$ cat src/rtl/periph_arbiter_pkg.sv
// periph_arbiter_pkg -- shared definitions for the peripheral arbiter slice.
//   ID_W       : width of the source tag placed in the top bits of each word
//   FT_WORD_W  : width of the word handed to the FT601 controller
//   arb_state_e: arbiter FSM states
package periph_arbiter_pkg;

  localparam int ID_W      = 3;
  localparam int FT_WORD_W = 32;

  typedef enum logic {
    ST_IDLE,
    ST_STREAM
  } arb_state_e;

endpackage

$ cat src/rtl/periph_arbiter_if.sv
// periph_arbiter_if -- bundle between the peripheral FIFOs, the arbiter and the
// FT601 controller.
//   periph_valid          : per-source FWFT FIFO not empty
//   periph_data           : per-source head-of-FIFO payload
//   periph_ren            : one-hot pop strobe back to the sources
//   periph_data_available : periph_word holds a valid word
//   periph_word           : {source ID, payload}
//   read_periph_data      : controller takes periph_word this cycle
// Modports: master = arbiter side, slave = sources/controller side.
interface periph_arbiter_if #(
  parameter int NUM_PERIPHS = 4,
  parameter int PAYLOAD_W   = 29
);
  import periph_arbiter_pkg::*;

  logic [NUM_PERIPHS-1:0]                periph_valid;
  logic [NUM_PERIPHS-1:0][PAYLOAD_W-1:0] periph_data;
  logic [NUM_PERIPHS-1:0]                periph_ren;
  logic                                  periph_data_available;
  logic [FT_WORD_W-1:0]                  periph_word;
  logic                                  read_periph_data;

  modport master (
    input  periph_valid, periph_data, read_periph_data,
    output periph_ren, periph_data_available, periph_word
  );

  modport slave (
    output periph_valid, periph_data, read_periph_data,
    input  periph_ren, periph_data_available, periph_word
  );

endinterface

$ cat src/rtl/periph_arbiter_rr_priority_pick.sv
// rr_priority_pick -- combinational round-robin picker.
//   req  : request vector (one bit per source)
//   ptr  : highest-priority index this round (must be < N)
//   any  : at least one request is set
//   pick : first set request at or after ptr, wrapping modulo N
module rr_priority_pick #(
  parameter int N     = 4,
  parameter int SEL_W = 2
) (
  input  logic [N-1:0]     req,
  input  logic [SEL_W-1:0] ptr,
  output logic             any,
  output logic [SEL_W-1:0] pick
);

  logic [2*N-1:0] req_dbl;
  logic [N-1:0]   req_rot;
  logic [SEL_W:0] sum;

  // Rotate so that bit 0 is the source at ptr; the first set bit of the
  // rotated vector is then the distance from ptr to the winner.
  assign req_dbl = {req, req} >> ptr;
  assign req_rot = req_dbl[N-1:0];

  // NOTE: every output of this block gets a default first, so no path through
  // the loop can leave a value unassigned and infer a latch.
  always_comb begin
    any  = 1'b0;
    pick = '0;
    sum  = '0;
    for (int i = 0; i < N; i++) begin
      if (!any && req_rot[i]) begin
        any = 1'b1;
        sum = {1'b0, ptr} + (SEL_W+1)'(i);
        if (sum >= (SEL_W+1)'(N)) sum = sum - (SEL_W+1)'(N);
        pick = sum[SEL_W-1:0];
      end
    end
  end

endmodule

$ cat src/rtl/periph_arbiter.sv
// periph_arbiter -- round-robin arbiter draining NUM_PERIPHS FWFT FIFOs into a
// single tagged 32-bit word stream for an FT601 controller.
//   clk  : single clock
//   rst  : synchronous, active-high reset
//   bus  : periph_arbiter_if.master (valid/data/ren toward the sources,
//          data_available/word/read toward the controller)
// Build option: define ARB_BURST_LIMIT_EN to end each grant after BURST_LEN
// pops; otherwise a grant lasts until its source drains.
module periph_arbiter
  import periph_arbiter_pkg::*;
#(
  parameter int NUM_PERIPHS = 4,
  parameter int PAYLOAD_W   = 29,
  parameter int BURST_LEN   = 8
) (
  input  logic                     clk,
  input  logic                     rst,
  periph_arbiter_if.master         bus
);

  localparam int SEL_W = (NUM_PERIPHS > 1) ? $clog2(NUM_PERIPHS) : 1;

  if (PAYLOAD_W + ID_W != FT_WORD_W) begin : g_bad_payload_w
    $error("periph_arbiter: PAYLOAD_W + ID_W must equal FT_WORD_W");
  end
  if (NUM_PERIPHS < 2 || NUM_PERIPHS > 8) begin : g_bad_num_periphs
    $error("periph_arbiter: NUM_PERIPHS must be in 2..8");
  end
  if (BURST_LEN < 2 || BURST_LEN > 256) begin : g_bad_burst_len
    $error("periph_arbiter: BURST_LEN must be in 2..256");
  end

  arb_state_e           state_q, state_d;
  logic [SEL_W-1:0]     grant_q, grant_d;
  logic [SEL_W-1:0]     rr_ptr_q, rr_ptr_d;
  logic                 avail_q, avail_d;
  logic [FT_WORD_W-1:0] word_q, word_d;
  logic [NUM_PERIPHS-1:0] ren;
  logic                 load_en;
  logic                 end_grant;
  logic                 pick_any;
  logic [SEL_W-1:0]     pick_idx;
`ifdef ARB_BURST_LIMIT_EN
  localparam int CNT_W = $clog2(BURST_LEN + 1);
  logic [CNT_W-1:0]     cnt_q, cnt_d;
`endif

  rr_priority_pick #(
    .N     (NUM_PERIPHS),
    .SEL_W (SEL_W)
  ) u_pick (
    .req  (bus.periph_valid),
    .ptr  (rr_ptr_q),
    .any  (pick_any),
    .pick (pick_idx)
  );

  // The output register can take a new word whenever it is empty or being
  // drained this very cycle.
  assign load_en = !avail_q || bus.read_periph_data;

  always_comb begin
    state_d   = state_q;
    grant_d   = grant_q;
    rr_ptr_d  = rr_ptr_q;
    avail_d   = avail_q;
    word_d    = word_q;
    ren       = '0;
    end_grant = 1'b0;
`ifdef ARB_BURST_LIMIT_EN
    cnt_d     = cnt_q;
`endif

    // Consumed with no refill; a load below takes precedence.
    if (avail_q && bus.read_periph_data) avail_d = 1'b0;

    unique case (state_q)
      ST_IDLE: begin
        if (pick_any) begin
          grant_d = pick_idx;
          state_d = ST_STREAM;
`ifdef ARB_BURST_LIMIT_EN
          cnt_d   = '0;
`endif
        end
      end
      ST_STREAM: begin
        if (load_en) begin
          if (bus.periph_valid[grant_q]) begin
            ren[grant_q] = 1'b1;
            word_d       = {ID_W'(grant_q), bus.periph_data[grant_q]};
            avail_d      = 1'b1;
`ifdef ARB_BURST_LIMIT_EN
            cnt_d        = cnt_q + 1'b1;
            if (cnt_q == CNT_W'(BURST_LEN - 1)) end_grant = 1'b1;
`endif
          end else begin
            end_grant = 1'b1;
          end
        end
      end
      default: state_d = ST_IDLE;
    endcase

    if (end_grant) begin
      state_d  = ST_IDLE;
      rr_ptr_d = (grant_q == SEL_W'(NUM_PERIPHS - 1)) ? '0 : grant_q + 1'b1;
    end

    // Reset is synchronous, so the pop strobe must be masked combinationally
    // to keep a source from losing a word during the reset cycle.
    if (rst) ren = '0;
  end

  assign bus.periph_ren            = ren;
  assign bus.periph_data_available = avail_q;
  assign bus.periph_word           = word_q;

  // NOTE: state is updated with non-blocking assignments so every flop samples
  // the pre-edge value of every other flop, independent of statement order.
  always_ff @(posedge clk) begin
    if (rst) begin
      state_q  <= ST_IDLE;
      grant_q  <= '0;
      rr_ptr_q <= '0;
      avail_q  <= 1'b0;
      word_q   <= '0;
`ifdef ARB_BURST_LIMIT_EN
      cnt_q    <= '0;
`endif
    end else begin
      state_q  <= state_d;
      grant_q  <= grant_d;
      rr_ptr_q <= rr_ptr_d;
      avail_q  <= avail_d;
      word_q   <= word_d;
`ifdef ARB_BURST_LIMIT_EN
      cnt_q    <= cnt_d;
`endif
    end
  end

endmodule

$ cat src/flat_wrapper.sv
// flat-port wrapper written by rule: the top's interface ports become plain ports
module periph_arbiter_flat import periph_arbiter_pkg::*;
#(
  parameter int NUM_PERIPHS = 4,
  parameter int PAYLOAD_W   = 29,
  parameter int BURST_LEN   = 8
)
  (clk, rst, bus_periph_valid, bus_periph_data, bus_read_periph_data, bus_periph_ren, bus_periph_data_available, bus_periph_word);
  periph_arbiter_if #(.NUM_PERIPHS(NUM_PERIPHS), .PAYLOAD_W(PAYLOAD_W)) bus_i ();
  input  logic clk;
  input  logic rst;
  input wire logic [$bits(bus_i.periph_valid)-1:0] bus_periph_valid;
  input wire logic [$bits(bus_i.periph_data)-1:0] bus_periph_data;
  input wire logic [$bits(bus_i.read_periph_data)-1:0] bus_read_periph_data;
  output wire logic [$bits(bus_i.periph_ren)-1:0] bus_periph_ren;
  output wire logic [$bits(bus_i.periph_data_available)-1:0] bus_periph_data_available;
  output wire logic [$bits(bus_i.periph_word)-1:0] bus_periph_word;
  assign bus_i.periph_valid = bus_periph_valid;
  assign bus_i.periph_data = bus_periph_data;
  assign bus_i.read_periph_data = bus_read_periph_data;
  assign bus_periph_ren = bus_i.periph_ren;
  assign bus_periph_data_available = bus_i.periph_data_available;
  assign bus_periph_word = bus_i.periph_word;
  periph_arbiter #(.NUM_PERIPHS(NUM_PERIPHS), .PAYLOAD_W(PAYLOAD_W), .BURST_LEN(BURST_LEN)) u_core (.clk(clk), .rst(rst), .bus(bus_i));
endmodule
$ cat config.mk
export PLATFORM = sky130hd
export DESIGN_NAME = periph_arbiter_flat
export DESIGN_NICKNAME = d
export VERILOG_FILES = /design/src/rtl/periph_arbiter_pkg.sv /design/src/rtl/periph_arbiter_if.sv /design/src/rtl/periph_arbiter_rr_priority_pick.sv /design/src/rtl/periph_arbiter.sv /design/src/flat_wrapper.sv
export SDC_FILE = /design/constraint.sdc
export NUM_CORES = 1
export LEC_CHECK = 0
export ABC_AREA = 1
export CORE_MARGIN = 2
export CORE_UTILIZATION = 43
export DETAILED_ROUTE_END_ITERATION = 12
export MAX_ROUTING_LAYER = met4
export PLACE_DENSITY_LB_ADDON = 0.3
export SETUP_SLACK_MARGIN = 0.4
export SYNTH_ARGS = -nofsm -noshare
export SYNTH_HDL_FRONTEND = slang
export SYNTH_HIERARCHICAL = 1
export SYNTH_SLANG_ARGS = --single-unit
$ cat constraint.sdc
create_clock -name clk -period 3.7 [get_ports clk]
set_input_delay 0.74 -clock clk [delete_from_list [all_inputs] [get_ports clk]]
set_output_delay 0.74 -clock clk [all_outputs]
set_load 0.1 [all_outputs]
==> flow_summary.yaml <==
worst_setup_path:
  ff2ff_setup_slack_ps: 1290
  timing.critical_path.from_type: "input pin"
  timing.critical_path.arrival_ps: 2240
  critPathCaptureType: "output pin"
  critical_path.max_fanout: 5
  path_class: "input pin to output pin"
  crit-reg2reg-launch: "u_core/grant_q[0]$_SDFFE_PP0P_"
  rr_endpoint: "u_core/bus.periph_word[13]$_SDFFE_PP0P_"
  crit_required_ps: 2960
  worst-r2r-cell-count: 8
sta:
  relSlewSlack: 0.318
  worst_hold_margin_ps: 510
  final_critical_period_ps: 2980
  worst_case_clock_skew_ps: 4.20
  slew_at_the_pin_closest_to_its_max_slew_limit_ps: 1020
  report.final.slew_viol_count: 0
  grt_setup_unrepaired: "no"
  min_period_over_period: 0.805
  hold_viol: 0
  finalSetupTns_ps: 0
  max_freq_mhz: 336
  timing.final.setup_violations: 0
hold_path:
  worst_hold_class: "flop to flop"
  end_point_of_the_worst_hold_path: "u_core/bus.periph_data_available$_SDFF_PP0_"
  hold_path.startpoint: "u_core/bus.periph_data_available$_SDFF_PP0_"
  worst_hold_path.num_cells: 2
cts:
  cts-root-buf: "clkbuf_8"
  htree_num_levels: 2
  tritoncts_clock_tree: "yes"
  clock_path_buffers: 2
  ctsResizeCount: 0
  cts_inserted_buffers: 5
  cts-hold-fix-buffers: 0
  clkSlewWorstSetupHoldPaths_ps: 70
  insertion_delay_ps: 290
  clock_sink_count: 37
  cts.repair_timing.setup_buffer_count: 0
detailed_routing:
  via_per_inst: 4.70
  via_count: 3468
  wl_per_cell_um: 11.4
  drt_first_iter_violations: 107
  drt-total-wl_um: 8420
  post_route_drc: 1
  firstDrtPassIters: 8
  remaining_number_of_nets_flagged_by_the_antenna_check_after_routing: 0
global_routing:
  grt_antenna_before_repair: 0
  gr-total-overflow: 0
  grt.total_usage: 0.226
  first_pass_grt_wire_length_um: 13200
  vias_in_the_first_global_route: 3019
  grt_max_degree: 64
floorplan:
  initial_core_util: 0.436
  die-area_um2: 7450
  core_um2: 6680
  core.rowCount: 30
  ios: 160
  die_h_um: 86.3
  die-width_um: 86.3
yosys:
  synth.yosys.seq_area_share: 0.254
  synthArstFlopShare: 0
  synth-seq-cells: 37
  post_synth_inst_count: 521
  netlist-cell-type-count: 28
  synthFlopType: "dfxtp_1"
  synth_top_area_share: 0.254
  ys_top_cells_by_area: "dfxtp_1 25%, nor2_1 23%, nand2_1 15%"
  post_synth_edffs: 0
  synthesis.area_per_instance_um2: 5.60
  synth.yosys.warnings: 6
  synth_largest_area_cell: "dfxtp_1"
  synth_fp_nets: 648
  syn-cell-area_um2: 2920
placement:
  detailed_place_hpwl_um: 6130
  buffer_ports.inserted: 158
  gpl.final_weighted_congestion: 0.902
  dpl-instance-area_um2: 4480
finish:
  syn2layout_area_growth_pct: 57.7
  layout.cells.most_common_list: "182 x nor2_1, 154 x clkdlybuf4s50_1, 117 x nand2_1"
  n_antenna_cell: 0
  layout.nets: 784
  share_of_final_layout_standard_cells_stronger_than_drive_strength_1: 0.0669
  design_area_um2: 4600
  most_common_cell_after_layout_fill_and_taps_aside: "nor2_1"
power_and_ir_drop:
  fin_total_pwr_mw: 3.51
  p_leak_nw: 2.13
  power_density_nw_per_um2: 764
  ir_worst_vdd_v: 0.000549
flow_run:
  total_of_max_cap_violations: 0
run_status:
  run_status: "finished, violations left"
  failed_checks: "DRC"
-- power breakdown --
group,switching (mW),internal [mW]
Clock,0.139,0.220
Combinational,1.74,0.723
Sequential,0.146,0.540
Total,2.03,1.48
-- per-stage QoR --
step                      worst slack, ps  cells  utilization
after floorplan                       371    521            -
after global placement                799    730        0.671
after detailed placement              726    730        0.671
after CTS                             514    738        0.688
after global routing                  601    738        0.688
final                                 723    738        0.688
-- metal layers --
| layer | part of all wire | track usage |
|---|---|---|
| met1 | 0.43 | 0.251 |
| met4 | 0.0049 | 0.0497 |
| met3 | 0.076 | 0.0514 |
| met2 | 0.48 | 0.410 |
| met5 | 0 | - |
-- synth_stat cells, types with 5 or more instances --
master / instances
clkbuf_1: 14
buf_2: 9
nand2_4: 5
buf_6: 5
nand3_1: 7
nor2_1: 182
inv_1: 40
nand2_1: 117
a21oi_1: 5
nand2_2: 6
nand4_1: 6
o21ai_0: 60
dfxtp_1: 37
-- worst max-delay path by stage --
stage / startpoint / endpoint / slack, ps / cells after the start
2_1_floorplan: u_core/bus.periph_data_available$_SDFF_PP0_ / bus_periph_ren[0] / 370 / 5
5_1_grt: u_core/grant_q[0]$_SDFFE_PP0P_ / bus_periph_ren[2] / 600 / 6
4_1_cts: u_core/grant_q[1]$_SDFFE_PP0P_ / bus_periph_ren[2] / 510 / 5
6_report: bus_periph_valid[3] / bus_periph_ren[2] / 720 / 6
3_3_place_gp: bus_periph_valid[3] / bus_periph_ren[2] / 800 / 6
3_5_place_dp: bus_periph_valid[3] / bus_periph_ren[2] / 730 / 6
-- area by class of cell --
cell class                 count  area (um^2)
fill                         591         2080
timing repair buffer         162         1650
multi-input combinational    406         1810
tap                           80          100
clock inverter                 1         30.0
clock buffer                   7         86.3
inverter                      45          179
sequential                    37          743
-- state kept, by name (all words and copies together) (netlist names) --
register / flops
u_core/bus.periph_word: 31
u_core/state_q: 1
u_core/rr_ptr_q: 2
u_core/grant_q: 2
u_core/bus.periph_data_available: 1
-- cells by family (layout without fill, tap and decap cells) --
logic type	after synthesis	in the layout	share of synthesized area
other	1	1	0.00129
AND/OR/NAND/NOR	334	334	0.484
flip-flops	37	37	0.254
buffers and inverters	78	215	0.126
AO/OA/AOI/OAI	66	66	0.115
adder cells (fa/ha/maj)	4	4	0.0172
XOR/XNOR	1	1	0.00300
-- worst max-delay path, stage by stage --
cell and delay (ps):
clkdlybuf4s50_1 550, nand2_1 90, nand3_1 160, nand3_2 170, nor3b_2 290, buf_12 210
(Power assumes the default switching activity.)
